`src/rtl/alu_tx_pkg.sv`:
```
// Shared types and constants for the ALU result serial transmitter.
// ALU_TX_CHECKSUM_EN adds a third (hi^lo) byte to every word.
package alu_tx_pkg;

  typedef enum logic [2:0] {
    IDLE,
    LOAD,
    SHIFT,
    ACK,
    DONE
  } state_t;

  localparam logic ACK_BIT  = 1'b0;
  localparam logic NACK_BIT = 1'b1;

`ifdef ALU_TX_CHECKSUM_EN
  localparam int unsigned BYTES_PER_WORD = 3;
`else
  localparam int unsigned BYTES_PER_WORD = 2;
`endif

  localparam int unsigned BYTE_IDX_W = 2;

endpackage

```
`src/rtl/alu_result_i2c_tx_fifo.sv`:
```
// Synchronous result FIFO; ready reflects registered occupancy only.
module result_fifo #(
  parameter int unsigned WIDTH = 16,
  parameter int unsigned DEPTH = 2
) (
  input  logic                     clk,
  input  logic                     rst_n,
  input  logic                     push,
  input  logic [WIDTH-1:0]         wdata,
  input  logic                     pop,
  output logic [WIDTH-1:0]         rdata_c,
  output logic [$clog2(DEPTH):0]   count,
  output logic                     ready
);

  localparam int unsigned PTR_W = $clog2(DEPTH);
  localparam int unsigned CNT_W = PTR_W + 1;

  logic [WIDTH-1:0] mem [DEPTH];
  logic [PTR_W-1:0] wr_ptr;
  logic [PTR_W-1:0] rd_ptr;
  logic [CNT_W-1:0] count_d;
  logic             do_push;
  logic             do_pop;

  assign do_push = push && ready;
  assign do_pop  = pop && (count != '0);
  assign rdata_c = mem[rd_ptr];

  always_comb begin
    count_d = count;
    if (do_push && !do_pop) begin
      count_d = count + CNT_W'(1);
    end else if (!do_push && do_pop) begin
      count_d = count - CNT_W'(1);
    end
  end

  always_ff @(posedge clk) begin
    if (!rst_n) begin
      wr_ptr <= '0;
      rd_ptr <= '0;
      count  <= '0;
      ready  <= 1'b0;
    end else begin
      if (do_push) wr_ptr <= wr_ptr + PTR_W'(1);
      if (do_pop)  rd_ptr <= rd_ptr + PTR_W'(1);
      count <= count_d;
      ready <= (count_d < CNT_W'(DEPTH));
    end
  end

  // Storage is not reset; occupancy is tracked by count.
  always_ff @(posedge clk) begin
    if (do_push) mem[wr_ptr] <= wdata;
  end

endmodule

```
`src/rtl/alu_result_i2c_tx.sv`:
```
// Buffers 2*DATA_W ALU results and shifts each out as I2C-style bytes (hi first, MSB first).
// Optional macro ALU_TX_CHECKSUM_EN appends a hi^lo checksum byte with its own ACK slot.
module alu_result_i2c_tx
  import alu_tx_pkg::*;
#(
  parameter int unsigned DATA_W     = 8,
  parameter int unsigned FIFO_DEPTH = 2,
  parameter int unsigned CLK_DIV    = 4
) (
  input  logic              clk,
  input  logic              rst_n,
  input  logic              in_valid,
  output logic              in_ready,
  input  logic [DATA_W-1:0] sum_lo,
  input  logic [DATA_W-1:0] sum_hi,
  output logic              scl_o,
  output logic              sda_o,
  output logic              sda_oe,
  input  logic              sda_i,
  output logic              busy,
  output logic              done,
  output logic              nack_err
);

  localparam int unsigned WORD_W  = 2 * DATA_W;
  localparam int unsigned SHREG_W = BYTES_PER_WORD * DATA_W;
  localparam int unsigned HP_W    = $clog2(CLK_DIV);
  localparam int unsigned BIT_W   = $clog2(DATA_W);
  localparam int unsigned CNT_W   = $clog2(FIFO_DEPTH) + 1;

  state_t                state, state_d;
  logic [HP_W-1:0]       hp_cnt, hp_d;
  logic                  phase_hi, phase_d;
  logic [BIT_W-1:0]      bit_cnt, bit_d;
  logic [BYTE_IDX_W-1:0] byte_idx, byte_d;
  logic [SHREG_W-1:0]    shreg, shreg_d;
  logic                  scl_d, sda_d, oe_d, busy_d, done_d, nack_d;
  logic                  push_c, pop_c;
  logic [WORD_W-1:0]     fifo_rdata_c;
  logic [CNT_W-1:0]      fifo_count;
  logic [SHREG_W-1:0]    load_word;
  logic                  hp_end, bit_end, last_byte, fifo_has_word;

  assign push_c = in_valid && in_ready;

  result_fifo #(
    .WIDTH (WORD_W),
    .DEPTH (FIFO_DEPTH)
  ) u_fifo (
    .clk     (clk),
    .rst_n   (rst_n),
    .push    (push_c),
    .wdata   ({sum_hi, sum_lo}),
    .pop     (pop_c),
    .rdata_c (fifo_rdata_c),
    .count   (fifo_count),
    .ready   (in_ready)
  );

`ifdef ALU_TX_CHECKSUM_EN
  assign load_word = {fifo_rdata_c, fifo_rdata_c[WORD_W-1 -: DATA_W] ^ fifo_rdata_c[DATA_W-1:0]};
`else
  assign load_word = fifo_rdata_c;
`endif

  assign hp_end        = (hp_cnt == HP_W'(CLK_DIV - 1));
  assign bit_end       = (bit_cnt == BIT_W'(DATA_W - 1));
  assign last_byte     = (byte_idx == BYTE_IDX_W'(BYTES_PER_WORD - 1));
  assign fifo_has_word = (fifo_count != '0);

  // Next state, counters and registered-output values.
  always_comb begin
    state_d  = state;
    hp_d     = hp_cnt;
    phase_d  = phase_hi;
    bit_d    = bit_cnt;
    byte_d   = byte_idx;
    shreg_d  = shreg;
    pop_c    = 1'b0;
    done_d   = 1'b0;
    nack_d   = 1'b0;

    unique case (state)
      IDLE: begin
        if (fifo_has_word) state_d = LOAD;
      end
      LOAD: begin
        state_d = SHIFT;
      end
      SHIFT: begin
        if (!hp_end) begin
          hp_d = hp_cnt + HP_W'(1);
        end else begin
          hp_d    = '0;
          phase_d = !phase_hi;
          if (phase_hi) begin
            shreg_d = shreg << 1;
            if (bit_end) begin
              bit_d   = '0;
              state_d = ACK;
            end else begin
              bit_d = bit_cnt + BIT_W'(1);
            end
          end
        end
      end
      ACK: begin
        if (!hp_end) begin
          hp_d = hp_cnt + HP_W'(1);
        end else begin
          hp_d    = '0;
          phase_d = !phase_hi;
          if (phase_hi) begin
            if (sda_i == NACK_BIT) begin
              nack_d  = 1'b1;
              state_d = IDLE;
            end else if (last_byte) begin
              done_d  = 1'b1;
              state_d = DONE;
            end else begin
              byte_d  = byte_idx + BYTE_IDX_W'(1);
              state_d = SHIFT;
            end
          end
        end
      end
      DONE: begin
        state_d = fifo_has_word ? LOAD : IDLE;
      end
      default: state_d = IDLE;
    endcase

    // The pop happens on the edge entering LOAD, so LOAD already holds the word.
    if ((state_d == LOAD) && (state != LOAD)) begin
      pop_c   = 1'b1;
      shreg_d = load_word;
      byte_d  = '0;
      bit_d   = '0;
      hp_d    = '0;
      phase_d = 1'b0;
    end

    scl_d  = !(((state_d == SHIFT) || (state_d == ACK)) && !phase_d);
    oe_d   = (state_d == SHIFT);
    sda_d  = (state_d == SHIFT) ? shreg_d[SHREG_W-1] : 1'b1;
    busy_d = (state_d != IDLE);
  end

  always_ff @(posedge clk) begin
    if (!rst_n) begin
      state    <= IDLE;
      hp_cnt   <= '0;
      phase_hi <= 1'b0;
      bit_cnt  <= '0;
      byte_idx <= '0;
      shreg    <= '0;
      scl_o    <= 1'b1;
      sda_o    <= 1'b1;
      sda_oe   <= 1'b0;
      busy     <= 1'b0;
      done     <= 1'b0;
      nack_err <= 1'b0;
    end else begin
      state    <= state_d;
      hp_cnt   <= hp_d;
      phase_hi <= phase_d;
      bit_cnt  <= bit_d;
      byte_idx <= byte_d;
      shreg    <= shreg_d;
      scl_o    <= scl_d;
      sda_o    <= sda_d;
      sda_oe   <= oe_d;
      busy     <= busy_d;
      done     <= done_d;
      nack_err <= nack_d;
    end
  end

endmodule

```
`config.mk`:
```
export PLATFORM = sky130hd
export DESIGN_NAME = alu_result_i2c_tx
export DESIGN_NICKNAME = d
export VERILOG_FILES = /design/src/rtl/alu_tx_pkg.sv /design/src/rtl/alu_result_i2c_tx_fifo.sv /design/src/rtl/alu_result_i2c_tx.sv
export SDC_FILE = /design/constraint.sdc
export NUM_CORES = 1
export LEC_CHECK = 0
export CAP_MARGIN = 20
export CORE_MARGIN = 3
export CORE_UTILIZATION = 51
export DETAILED_ROUTE_END_ITERATION = 10
export GPL_ROUTABILITY_DRIVEN = 1
export PLACE_DENSITY = 0.75
export SLEW_MARGIN = 20
export SYNTH_ARGS = -nofsm -noshare
export SYNTH_HDL_FRONTEND = slang
export SYNTH_SLANG_ARGS = --single-unit
```
`constraint.sdc`:
```
create_clock -name clk -period 1.7 [get_ports clk]
set_clock_uncertainty 0.1 [all_clocks]
set_input_delay 0.255 -clock clk [delete_from_list [all_inputs] [get_ports clk]]
set_output_delay 0.255 -clock clk [all_outputs]
set_load 0.05 [all_outputs]
```
## Word level (Yosys, flattened, before mapping)

Memories as Yosys holds them, arrays and structs flattened. A register that Yosys moved wholly into a read port is not among the register bits.
Index checks and enable logic that the tools add are counted.

- Input bits: 20
- Register bits after elaboration: 38
- RAM bits: 32
- Memories: 1

Memory list:

| memory | words | bits a word | rd ports | clocked after memory_dff | write ports | line | text |
|---|---|---|---|---|---|---|---|
| u_fifo.mem | 2 | 16 | 1 | 1 | 1 | alu_result_i2c_tx_fifo.sv:19 | `logic [WIDTH-1:0] mem [DEPTH];` |

- Reduce and logical (&&, ||, !) cells: 27
- Multiplexer cells: 28
- Bitwise gates (word level): 6
- Order comparisons: 1
- Equality and inequality tests: 11
- Add/sub/neg operators: 7

Operators with widths:

| operator | number |
|---|---|
| $mux 16 | 4 |
| $mux 3 | 9 |
| $pmux 3 s5 | 1 |
| $eq 3x2->1 const B | 4 |
| $mux 1 | 11 |
| $reduce_bool 2->1 | 4 |
| $logic_and 1x1->1 | 7 |
| $add 2x1->2 const B | 3 |
| $eq 3x1->1 const B | 2 |
| $eq 3x3->1 const B | 2 |
| $mux 2 | 3 |
| $not 1->1 | 6 |
| $reduce_and 3->1 | 2 |
| $logic_not 1->1 | 5 |
| $reduce_and 5->1 | 1 |
| $reduce_or 5->1 | 1 |
| $reduce_and 4->1 | 1 |
| $reduce_or 2->1 | 2 |
| $add 3x1->3 const B | 1 |
| $logic_not 3->1 | 1 |
| $ne 3x1->1 const B | 1 |
| $reduce_bool 3->1 | 1 |
| $add 1x1->1 const B | 2 |
| $eq 2x1->1 const B | 1 |
| other kinds (5) | 5 |

## Longest topological paths before layout

- Depth after elaboration: 14
- Mapped depth: 9

## Hierarchy

A second synthesis with hierarchy kept.

- Cell total of the unflattened synthesis: 246
- Area total of the unflattened synthesis: 2922.8 sq um

Modules (own cells, without submodules):

| module | area each (sq um) | cells an instance | times used | sequential area each (sq um) |
|---|---|---|---|---|
| alu_result_i2c_tx | 1466.4 | 162 | 1 | 660.6 |
| result_fifo | 1456.4 | 84 | 1 | 1081.0 |

## Worst setup path before layout

No wires, ideal clock.

- Path type: register to register
- From: register u_fifo.ready
- To: memory u_fifo.mem[0][0], enable pin
- Period minus slack after synthesis: 2.048 ns
- Buffers on the path: 0
- Required time: 1.210 ns
- Path slack: -0.348 ns
- Cell stages (with the launch flop): 3
- Arrival: 1.558 ns
- Path through: dfxtp_1 -> nand2_1 -> nor2_1

- Word-level cells in the longest chain between the ends: 4

Ends and longest elaborated chain:

| what | line | text |
|---|---|---|
| start, declared | alu_result_i2c_tx_fifo.sv:13 | `output logic ready` |
| start signal, assigned | alu_result_i2c_tx_fifo.sv:49 | `ready <= (count_d < CNT_W'(DEPTH));` |
| $logic_and 1x1->1 | alu_result_i2c_tx.sv:44 | `assign push_c = in_valid && in_ready;` |
| $logic_and 1x1->1 * | alu_result_i2c_tx_fifo.sv:26 | `assign do_push = push && ready;` |
| $mux 1 * | alu_result_i2c_tx_fifo.sv:55 | `if (do_push) mem[wr_ptr] <= wdata;` |
| $mux 1 (implied by the code) * | alu_result_i2c_tx_fifo.sv:55 |  |
| end, declared | alu_result_i2c_tx_fifo.sv:19 |  |

Mark *: on every way between the ends. The rest lies on a longest branch, timed or not.

==> flow_results.org <==
** Drt
- Total number of vias :: 1995
- DRC :: 0
- WL per Instance :: 14.40 um
- The detail route stage leaves a number of antenna-violating nets equal to 0.
- For this block, the routed nets add up to 5342 um of wire.
- Dividing the detail-routed via count by the number of cells gives 5.377.
- Violation count after the first detailed-routing iteration :: 105
- The first detailed-routing pass took 4 iterations.

** Power and ir drop
- Of the total power, the share spent switching nets is 33.85%.
- Internal power :: 3691 uW
- Per report_power, the clock group accounts for 21.2% of the total.
- For this design the static power due to leakage is 0.001313 uW.
- Of the total power, combinational logic draws 37.4%.
- Dividing total power by cell area gives a power density of 1508 mW/mm2.
- Overall power consumption after layout is estimated at 5579 uW.
- IR analysis of the VDD net gives a maximum drop of 0.7803 mV.
- P_sw :: 1888 uW
- Relative contribution of sequential cells to total power :: 41.4%

** Placement
- Detailed placement ended at an HPWL of 3494 um.
- Count of input and output buffers :: 26
- Worst-case setup slack after placement :: -0.03298 ns
- Placer congestion estimate :: 0.8145

** Synth
- Mean area per synthesized cell :: 11.96 um2
- Most instantiated library cell after synthesis :: sky130_fd_sc_hd__dfxtp_1
- The mapped netlist covers 0.002989 mm2.
- Most frequent cells after synthesis :: sky130_fd_sc_hd__dfxtp_1, sky130_fd_sc_hd__edfxtp_1, sky130_fd_sc_hd__nor2_1, sky130_fd_sc_hd__o21ai_0, sky130_fd_sc_hd__mux2_2
- Seq/Total Area, Yosys :: 58.27%
- Yosys warning count :: 0
- Ys flop type :: sky130_fd_sc_hd__dfxtp_1
- Post-synth top area share :: 32.15%
- Synthesized instance count :: 250
- The number of different library cells used by synthesis comes to 44.
- In this run, synthesis inferred 32 flip-flops with an integrated enable.
- Counting flops with an async set or reset pin after synthesis yields a share of 0%.
- By area the synthesized netlist is led by sky130_fd_sc_hd__edfxtp_1, sky130_fd_sc_hd__dfxtp_1, sky130_fd_sc_hd__mux2_2.
- Summed over all instances, the cell type with the most area after synthesis is sky130_fd_sc_hd__edfxtp_1.
- Post-synth net total :: 278
- In this run, synthesis produced a sequential element count of 71.

** Worst setup path
- At the worst endpoint, the arrival time is 1.81 ns.
- Walking the worst path, the cells encountered are inv_2 > ha_2 > or3_4 > ha_4 > inv_4 > o21ai_2 > a31oi_1.
- Cell family with most CP delay :: adder cells
- Highest-delay cell along the critical path :: sky130_fd_sc_hd__or3_4
- Count of cells along the worst register-to-register path :: 7
- Peak fanout along the critical path :: 4
- At the worst endpoint, the required time is 1.82 ns.
- The critical path is of the reg2reg type.
- The worst setup path is captured at a flop.
- Source of the worst register-to-register timing path :: u_fifo.count[0]
- For this run, the slowest stage of the critical path takes 0.39 ns.
- Setup crit start kind :: flop
- Register-to-register setup slack :: 0.01 ns
- Number of buffer and inverter instances along the worst setup path :: 2

** Floorplan
- 27 I/O pins were placed.
- Floorplan row count :: 27
- The die is 82.56 um wide.
- The core region is 0.005574 mm2.
- Chip Height :: 82.56 um
- Die area :: 0.006815 mm2
- For this configuration, the core starts out at a cell density of 53.63%.

** Timing
- After layout, the worst setup slack is 0.01031 ns.
- After layout, the worst path uses 99.39% of the clock period.
- The count of endpoints failing hold in the final timing report was 0.
- Final critical delay including setup and external delays :: 1.690 ns
- Total of endpoints with negative setup slack in the final report :: 0
- For the pin with the worst max-slew slack, the measured transition is 0.3162 ns.
- Highest clock rate :: 591.8 MHz
- Hold is met by 0.3937 ns.
- Headroom to the max-slew limit :: 78.73%
- Max Slew Vio Count :: 0
- Unrepaired setup endpoints after global routing :: yes

** Clocking
- In this run, CTS created clock tree buffers numbering 9.
- CTS built an H-tree with a depth of 3.
- Buffers inserted to repair hold after CTS numbered 0.
- Counting every sink on the clock net gives 71.
- In this run the clock root is driven by a sky130_fd_sc_hd__clkbuf_8.
- No sink is reached through more buffers than the 2 on the longest clock path.
- Worst skew pair latency :: 0.34 ns
- Clock tree from TritonCTS :: built
- After clock tree synthesis, the clock-pin slew on the worst setup and hold paths is 0.08 ns.

** Global route
- Maximum number of pins on one net before global-route repair :: 19
- The via count of the first global-routing pass is 1929.
- Number of antenna violations at the first check in global routing :: 0
- Total track usage :: 17.86%
- For this run the aggregate overflow at the end of global routing stands at 0.
- Wire length of the first global-routing pass :: 9080 um

** Flow run
- Across the run, the number of max-cap violations was 0.

** Layout
- The post-route netlist has 29.77% of its cells at a drive strength greater than 1.
- The area growth from synthesis to layout is 23.78%.
- In the final design database the tool counted 322 nets.
- Antenna cells :: 0

** Hold path
- Counting instances, the worst hold path has a depth of 1.
- For hold timing, the worst endpoint is u_fifo.mem[0][2].
- The worst hold path belongs to the class in2reg.
- In this run the most critical hold path is launched from sum_lo[2].

** Run status
- The run finished with clean final reports.
==> layer usage <==
| layer | share of wire, % | track usage [%] | up-vias |
|---|---|---|---|
| met5 | 0 | 0 | - |
| met4 | 2.3 | 8.170 | 0 |
| met3 | 4.1 | 4.664 | 10 |
| met2 | 46 | 26.60 | 37 |
| met1 | 47 | 24.39 | 942 |
| li1 | - | - | 1006 |
==> power by group through the flow <==
stage	Sequential [uW]	Clock (uW)	Combinational (uW)
final	2310	1180	2080
after global placement	2340	0	1910
after CTS	2310	1220	2020
after detailed placement	2350	0	1960
after global routing	2350	1310	2270
after floorplan	2450	0	1280
==> cell families (layout without fill, tap and decap cells) <==
logic type / Yosys count / after routing / share of synthesized area (%)
AND/OR/NAND/NOR: 76 / 76 / 12.93
flip-flops: 71 / 71 / 58.27
AO/OA/AOI/OAI: 50 / 50 / 12.85
buffers and inverters: 23 / 72 / 4.604
multiplexers: 21 / 21 / 7.702
adder cells (fa/ha/maj): 8 / 8 / 3.349
XOR/XNOR: 1 / 1 / 0.2931
==> metrics by stage <==
stage          area (um2)  setup TNS [ns]  util [%]  std cells
2_1_floorplan        3027       -0.004716         -        250
3_3_place_gp         3463               0     62.13        351
3_5_place_dp         3463        -0.04450     62.13        351
4_1_cts              3669        -0.04499     65.81        370
5_1_grt              3700        -0.03198     66.37        371
6_report             3700               0     66.37        371
==> layout by cell type, fill, tap and decap left out, types with 5 or more instances in the layout <==
master and instances:
sky130_fd_sc_hd__nor3_1 15, sky130_fd_sc_hd__edfxtp_1 32, sky130_fd_sc_hd__clkdlybuf4s50_1 19, sky130_fd_sc_hd__buf_4 22
sky130_fd_sc_hd__mux2i_1 5, sky130_fd_sc_hd__nand2_1 10, sky130_fd_sc_hd__dfxtp_1 37, sky130_fd_sc_hd__mux2_2 16
sky130_fd_sc_hd__clkbuf_8 9, sky130_fd_sc_hd__buf_12 6, sky130_fd_sc_hd__o21ai_0 17, sky130_fd_sc_hd__a211oi_2 12
sky130_fd_sc_hd__inv_1 6, sky130_fd_sc_hd__nor2_1 26
==> layout make-up <==
| class | count | area [um2] |
|---|---|---|
| clock buffers | 10 | 127.6 |
| clock inverters | 6 | 47.55 |
| fillers | 439 | 1874 |
| inverters | 9 | 41.29 |
| multi-input cells | 156 | 1174 |
| flip-flops and latches | 71 | 1744 |
| well taps | 72 | 90.09 |
| repair buffers | 47 | 475.5 |
==> flip-flops by register name, indices dropped and copies added (netlist names), named ones only <==
| register | flops |
|---|---|
| phase_hi | 1 |
| byte_idx | 2 |
| u_fifo.ready | 1 |
| u_fifo.count | 1 |
| scl_o | 1 |
| bit_cnt | 3 |
| state | 3 |
| sda_o | 1 |
| u_fifo.mem | 32 |
| u_fifo.wr_ptr | 1 |
| shreg | 16 |
| nack_err | 1 |
| u_fifo.rd_ptr | 1 |
| sda_oe | 1 |
| done | 1 |
| hp_cnt | 2 |
| busy | 1 |
==> what timing repair did <==
action	in CTS	in global routing
pin swaps	3	3
endpoints found under the hold margin	0	0
resized for setup	5	6
setup buffers	3	1
endpoints found under the setup margin	3	23
cloned	0	0
==> how the worst max path moves through the flow <==
stage	from	end	slack (ns)	depth (start not counted)
after floorplan	u_fifo.count[0]	u_fifo.ready	-0.005	9
after global placement	in_valid	u_fifo.mem[0][6]	0.04	5
after detailed placement	u_fifo.count[0]	u_fifo.count[0]	-0.03	7
after CTS	u_fifo.count[0]	u_fifo.ready	-0.03	8
after global routing	u_fifo.count[0]	flop	-0.01	7
final	u_fifo.count[0]	flop	0.01	7
Power figures use the tool's default switching activity.
